## config.mk

```make
export PLATFORM = sky130hd
export DESIGN_NAME = phase_freq_detector
export DESIGN_NICKNAME = d
export VERILOG_FILES = /design/src/rtl/phase_freq_detector.sv
export SDC_FILE = /design/constraint.sdc
export NUM_CORES = 1
export LEC_CHECK = 0
export CELL_PAD_IN_SITES_DETAIL_PLACEMENT = 0
export CELL_PAD_IN_SITES_GLOBAL_PLACEMENT = 1
export CORE_ASPECT_RATIO = 0.8
export CORE_UTILIZATION = 46
export DETAILED_ROUTE_END_ITERATION = 8
export PLACE_DENSITY = 0.9
export SYNTH_ARGS = -nofsm -noshare
export SYNTH_HDL_FRONTEND = slang
export SYNTH_SLANG_ARGS = --single-unit
```

## constraint.sdc

```tcl
create_clock -name clk_i -period 3.35 [get_ports clk_i]
set_clock_uncertainty 0.1 [all_clocks]
set_input_delay 1.005 -clock clk_i [delete_from_list [all_inputs] [get_ports clk_i]]
set_output_delay 1.005 -clock clk_i [all_outputs]
set_load 0.05 [all_outputs]
```

## src/rtl/phase_freq_detector.sv

```systemverilog
// Phase/frequency detector: synchronizes ref/fb, measures rising-edge separation in clk_i
// cycles, and drives up/dn levels, a signed saturating error word and a slip strobe.
module phase_freq_detector #(
    parameter int unsigned SYNC_STAGES = 2,
    parameter int unsigned CNT_W       = 16
) (
    input  logic             clk_i,
    input  logic             reset_i,
    input  logic             enable_i,
    input  logic             ref_i,
    input  logic             fb_i,
    output logic             up_o,
    output logic             dn_o,
    output logic [CNT_W-1:0] err_o,
    output logic             err_valid_o,
    output logic             slip_o
);

    localparam int unsigned MAG_W = CNT_W - 1;
    localparam logic [MAG_W-1:0] CNT_MAX = '1;

    typedef enum logic [1:0] {
        IDLE     = 2'd0,
        REF_LEAD = 2'd1,
        FB_LEAD  = 2'd2
    } state_e;

    state_e                 state_q;
    logic [SYNC_STAGES-1:0] ref_sync_q;
    logic [SYNC_STAGES-1:0] fb_sync_q;
    logic                   ref_prev_q;
    logic                   fb_prev_q;
    logic [MAG_W-1:0]       cnt_q;
    logic [CNT_W-1:0]       err_q;
    logic                   err_valid_q;
    logic                   slip_q;

    logic                   r_ev;
    logic                   f_ev;
    logic [MAG_W-1:0]       cnt_sat_d;
    logic [CNT_W-1:0]       err_pos_d;
    logic [CNT_W-1:0]       err_neg_d;

    // Synchronizers and edge registers run regardless of enable so re-enable sees no stale edge.
    always_ff @(posedge clk_i or negedge reset_i) begin
        if (!reset_i) begin
            ref_sync_q <= '0;
            fb_sync_q  <= '0;
            ref_prev_q <= 1'b0;
            fb_prev_q  <= 1'b0;
        end else begin
            ref_sync_q <= {ref_sync_q[SYNC_STAGES-2:0], ref_i};
            fb_sync_q  <= {fb_sync_q[SYNC_STAGES-2:0], fb_i};
            ref_prev_q <= ref_sync_q[SYNC_STAGES-1];
            fb_prev_q  <= fb_sync_q[SYNC_STAGES-1];
        end
    end

    assign r_ev = ref_sync_q[SYNC_STAGES-1] & ~ref_prev_q;
    assign f_ev = fb_sync_q[SYNC_STAGES-1] & ~fb_prev_q;

    assign cnt_sat_d = (cnt_q == CNT_MAX) ? cnt_q : cnt_q + MAG_W'(1);
    assign err_pos_d = {1'b0, cnt_q};
    assign err_neg_d = CNT_W'(0) - {1'b0, cnt_q};

    // Measurement FSM; strobes default low every cycle.
    always_ff @(posedge clk_i or negedge reset_i) begin
        if (!reset_i) begin
            state_q     <= IDLE;
            cnt_q       <= '0;
            err_q       <= '0;
            err_valid_q <= 1'b0;
            slip_q      <= 1'b0;
        end else begin
            err_valid_q <= 1'b0;
            slip_q      <= 1'b0;
            if (!enable_i) begin
                state_q <= IDLE;
                cnt_q   <= '0;
            end else begin
                case (state_q)
                    IDLE: begin
                        if (r_ev && f_ev) begin
                            err_q       <= '0;
                            err_valid_q <= 1'b1;
                        end else if (r_ev) begin
                            state_q <= REF_LEAD;
                            cnt_q   <= MAG_W'(1);
                        end else if (f_ev) begin
                            state_q <= FB_LEAD;
                            cnt_q   <= MAG_W'(1);
                        end
                    end
                    REF_LEAD: begin
                        if (f_ev) begin
                            err_q       <= err_pos_d;
                            err_valid_q <= 1'b1;
                            if (r_ev) begin
                                cnt_q <= MAG_W'(1);
                            end else begin
                                state_q <= IDLE;
                                cnt_q   <= '0;
                            end
                        end else begin
                            cnt_q  <= cnt_sat_d;
                            slip_q <= r_ev;
                        end
                    end
                    FB_LEAD: begin
                        if (r_ev) begin
                            err_q       <= err_neg_d;
                            err_valid_q <= 1'b1;
                            if (f_ev) begin
                                cnt_q <= MAG_W'(1);
                            end else begin
                                state_q <= IDLE;
                                cnt_q   <= '0;
                            end
                        end else begin
                            cnt_q  <= cnt_sat_d;
                            slip_q <= f_ev;
                        end
                    end
                    default: begin
                        state_q <= IDLE;
                        cnt_q   <= '0;
                    end
                endcase
            end
        end
    end

    assign up_o        = (state_q == REF_LEAD);
    assign dn_o        = (state_q == FB_LEAD);
    assign err_o       = err_q;
    assign err_valid_o = err_valid_q;
    assign slip_o      = slip_q;

endmodule

```

==> impl_metrics.yaml <==
timing:
  setup_viol: 0
  post-route-min-period_ps: 3220
  finalMaxSlewViolations: 0
  tns_ps: 0
  finalCritPeriodShare_pct: 96.0
  tightest_slew_ps: 902
  hold_viol_final: 0
  rsz0062_at_grt: "false"
  relSlewSlack_pct: 39.9
  fmax_mhz: 311
hold_path:
  hold_path_end: "ref_sync_q[1]"
  min_from: "ref_sync_q[0]"
  whs_path_depth: 0
  hp-class: "flop to flop"
global_routing:
  grt-ovfl-total: 0
  antenna_found_initial: 0
  grt_pass1_wl_mm: 9.53
  grt_max_degree: 42
  grt_pass1_vias: 1943
  grt_usage_pct: 21.9
finish:
  drive_gt1_share_pct: 7.12
  syn_to_final_growth_pct: 14.3
  instances_no_fill: 357
  num_antenna_cells: 0
  nNetsFinal: 305
  fillCellCount: 453
  design_area_sq_um: 2760
critical_path:
  critical_path.cell_chain: "inv_1, ha_1, clkdlybuf4s50_1"
  start_kind: "flop"
  cp_data_required_time_ps: 2240
  crit_fanout: 13
  crit_path_top_delay_cell: "clkdlybuf4s50_1"
  r2r-end: "cnt_q[3]"
  r2r_setup_slack_ps: 810
  crit_arrival_ps: 2110
  r2r_start: "cnt_q[10]"
  crit_path_max_incr_delay_ps: 880
  crit_type: "flop to output pin"
  r2r_cells: 5
  critPathCaptureType: "output pin"
drt:
  drt_pre_antenna_iters: 4
  vias: 2103
  vias_per_cell: 5.89
  drtIter0Drc: 138
  routed_wl_mm: 5.33
  drtAntennaViolNets: 0
  drcViolationCount: 0
  routedWlPerCell_microns: 14.9
cts:
  postCtsSetupBuffers: 0
  clk_latency_ps: 300
  ctsHtreeMaxLevel: 2
  cts_buffers: 5
  root_buffer: "clkbuf_8"
  ctsResizeCount: 0
  clk_pin_slew_ps: 80
  cts_sinks: 41
  clock_path_buffers: 2
  cts_tree: "built"
  cts_hold_buf: 0
yosys:
  synth_top_area_share_pct: 42.4
  synth_area_sq_um: 2420
  synth_edf_count: 0
  yosysTopAreaCell: "dfrtp_1"
  yosys-top-cells-count: "41 x dfrtp_1, 33 x o21ai_0, 30 x nand2_1, 20 x a21oi_1, 20 x nor2_1"
  syn-num-nets: 292
  yosysMostFrequentCell: "dfrtp_1"
  synth.avg_cell_area_sq_um: 8.60
  synthTopCellsByArea: "dfrtp_1 42%, o21ai_0 6.8%, nand2_1 4.7%"
  postSynth.asyncResetShare_pct: 100
  synthFlopType: "dfrtp_1"
  synth_seq_cells: 41
  synth_warnings: 0
  yosysSeqAreaShare_pct: 42.4
  syn_inst: 281
  yosys.cell_types.count: 48
power_and_ir_drop:
  p_per_area_nw_per_um2: 441
  leakagePower_nw: 1.14
  vdd_ir_drop_max_mv: 0.244
  finalPower_w: 0.00122
die:
  die_h_microns: 66.8
  io_pins: 25
  start_util_pct: 48.0
  die_area_sq_um: 5550
  dieWidth_microns: 83.1
  core-area_sq_um: 5040
  num_rows: 23
placement:
  placed_cell_area_sq_um: 2660
  place_hpwl_mm: 3.79
  gp_congestion: 0.785
  io_buffer_count: 24
  dp_cells: 349
job:
  maxCapViolations: 0
outcome:
  status: "completed"
-- logic make-up (layout without fill, tap and decap cells) --
group | after synthesis | count (layout) | synth area share (%)
AND/OR/NAND/NOR | 110 | 110 | 24.0
AO/OA/AOI/OAI | 91 | 91 | 23.3
flip-flops | 41 | 41 | 42.4
buffers and inverters | 29 | 43 | 5.18
adder cells (fa/ha/maj) | 6 | 6 | 3.11
multiplexers | 3 | 3 | 1.29
XOR/XNOR | 1 | 1 | 0.673
-- state kept, by name, indices dropped and copies added (netlist names) --
register / flops
err_o: 16
cnt_q: 15
fb_sync_q: 2
ref_sync_q: 2
state_q: 2
err_valid_o: 1
fb_prev_q: 1
ref_prev_q: 1
slip_o: 1
-- worst max-delay path by stage --
stage               startpoint        end  slack [ps]  cells after the start
floorplan           state_q[0]  err_o[11]        1070                      7
global placement      enable_i   cnt_q[1]         460                      5
detailed placement    enable_i   cnt_q[3]         340                      5
CTS                 state_q[1]       up_o         160                      3
global route        state_q[1]       up_o          80                      3
finish              state_q[1]       up_o         130                      3
-- cell usage in the layout (no fill, tap or decap), types with 9 or more instances in the layout --
| cell | count |
|---|---|
| nand2_1 | 30 |
| or3_1 | 9 |
| o21ai_0 | 33 |
| a21oi_1 | 20 |
| dfrtp_1 | 41 |
| nor2_1 | 20 |
| clkdlybuf4s50_1 | 23 |
-- stage by stage --
step | util [%] | setup WS, ps | hold WS [ps]
floorplan | - | 1070 | 231
global route | 54.9 | 75.1 | 270
detailed placement | 52.8 | 343 | 237
global placement | 52.8 | 459 | 234
finish | 54.9 | 133 | 252
CTS | 54.9 | 159 | 255
-- layer usage --
layer  vias to the layer above  wire length [microns]  track usage (%)
met1                       984                   2690             31.1
met5                         -                      0                0
met2                        53                   2250             33.2
met4                         0                     82             8.41
met3                         8                    298             4.21
li1                       1058                      -                -
-- critical path: cells and delay by family, from the launching register on --
kind,cells,cell delay [ps]
fa+ha+maj,1,420
buf+inv,2,980
flops,1,410
-- power breakdown --
| part | leakage [nW] | internal [W] | switching [W] | total (W) |
|---|---|---|---|---|
| clock network | 0.0542 | 0.000186 | 0.000170 | 0.000356 |
| registers | 0.551 | 0.000522 | 0.0000222 | 0.000544 |
| logic | 0.531 | 0.000109 | 0.000209 | 0.000318 |
| total | 1.14 | 0.000817 | 0.000401 | 0.00122 |
-- cell type report --
type	instances	area, sq um	area share, %
clock inverter	1	5.00	0.181
tap	62	77.6	2.81
inverter	7	26.3	0.951
sequential	41	1030	37.1
timing repair buffer	28	265	9.60
multi-input combinational	211	1270	45.8
clock buffer	7	96.3	3.49
(Power assumes the default switching activity.)
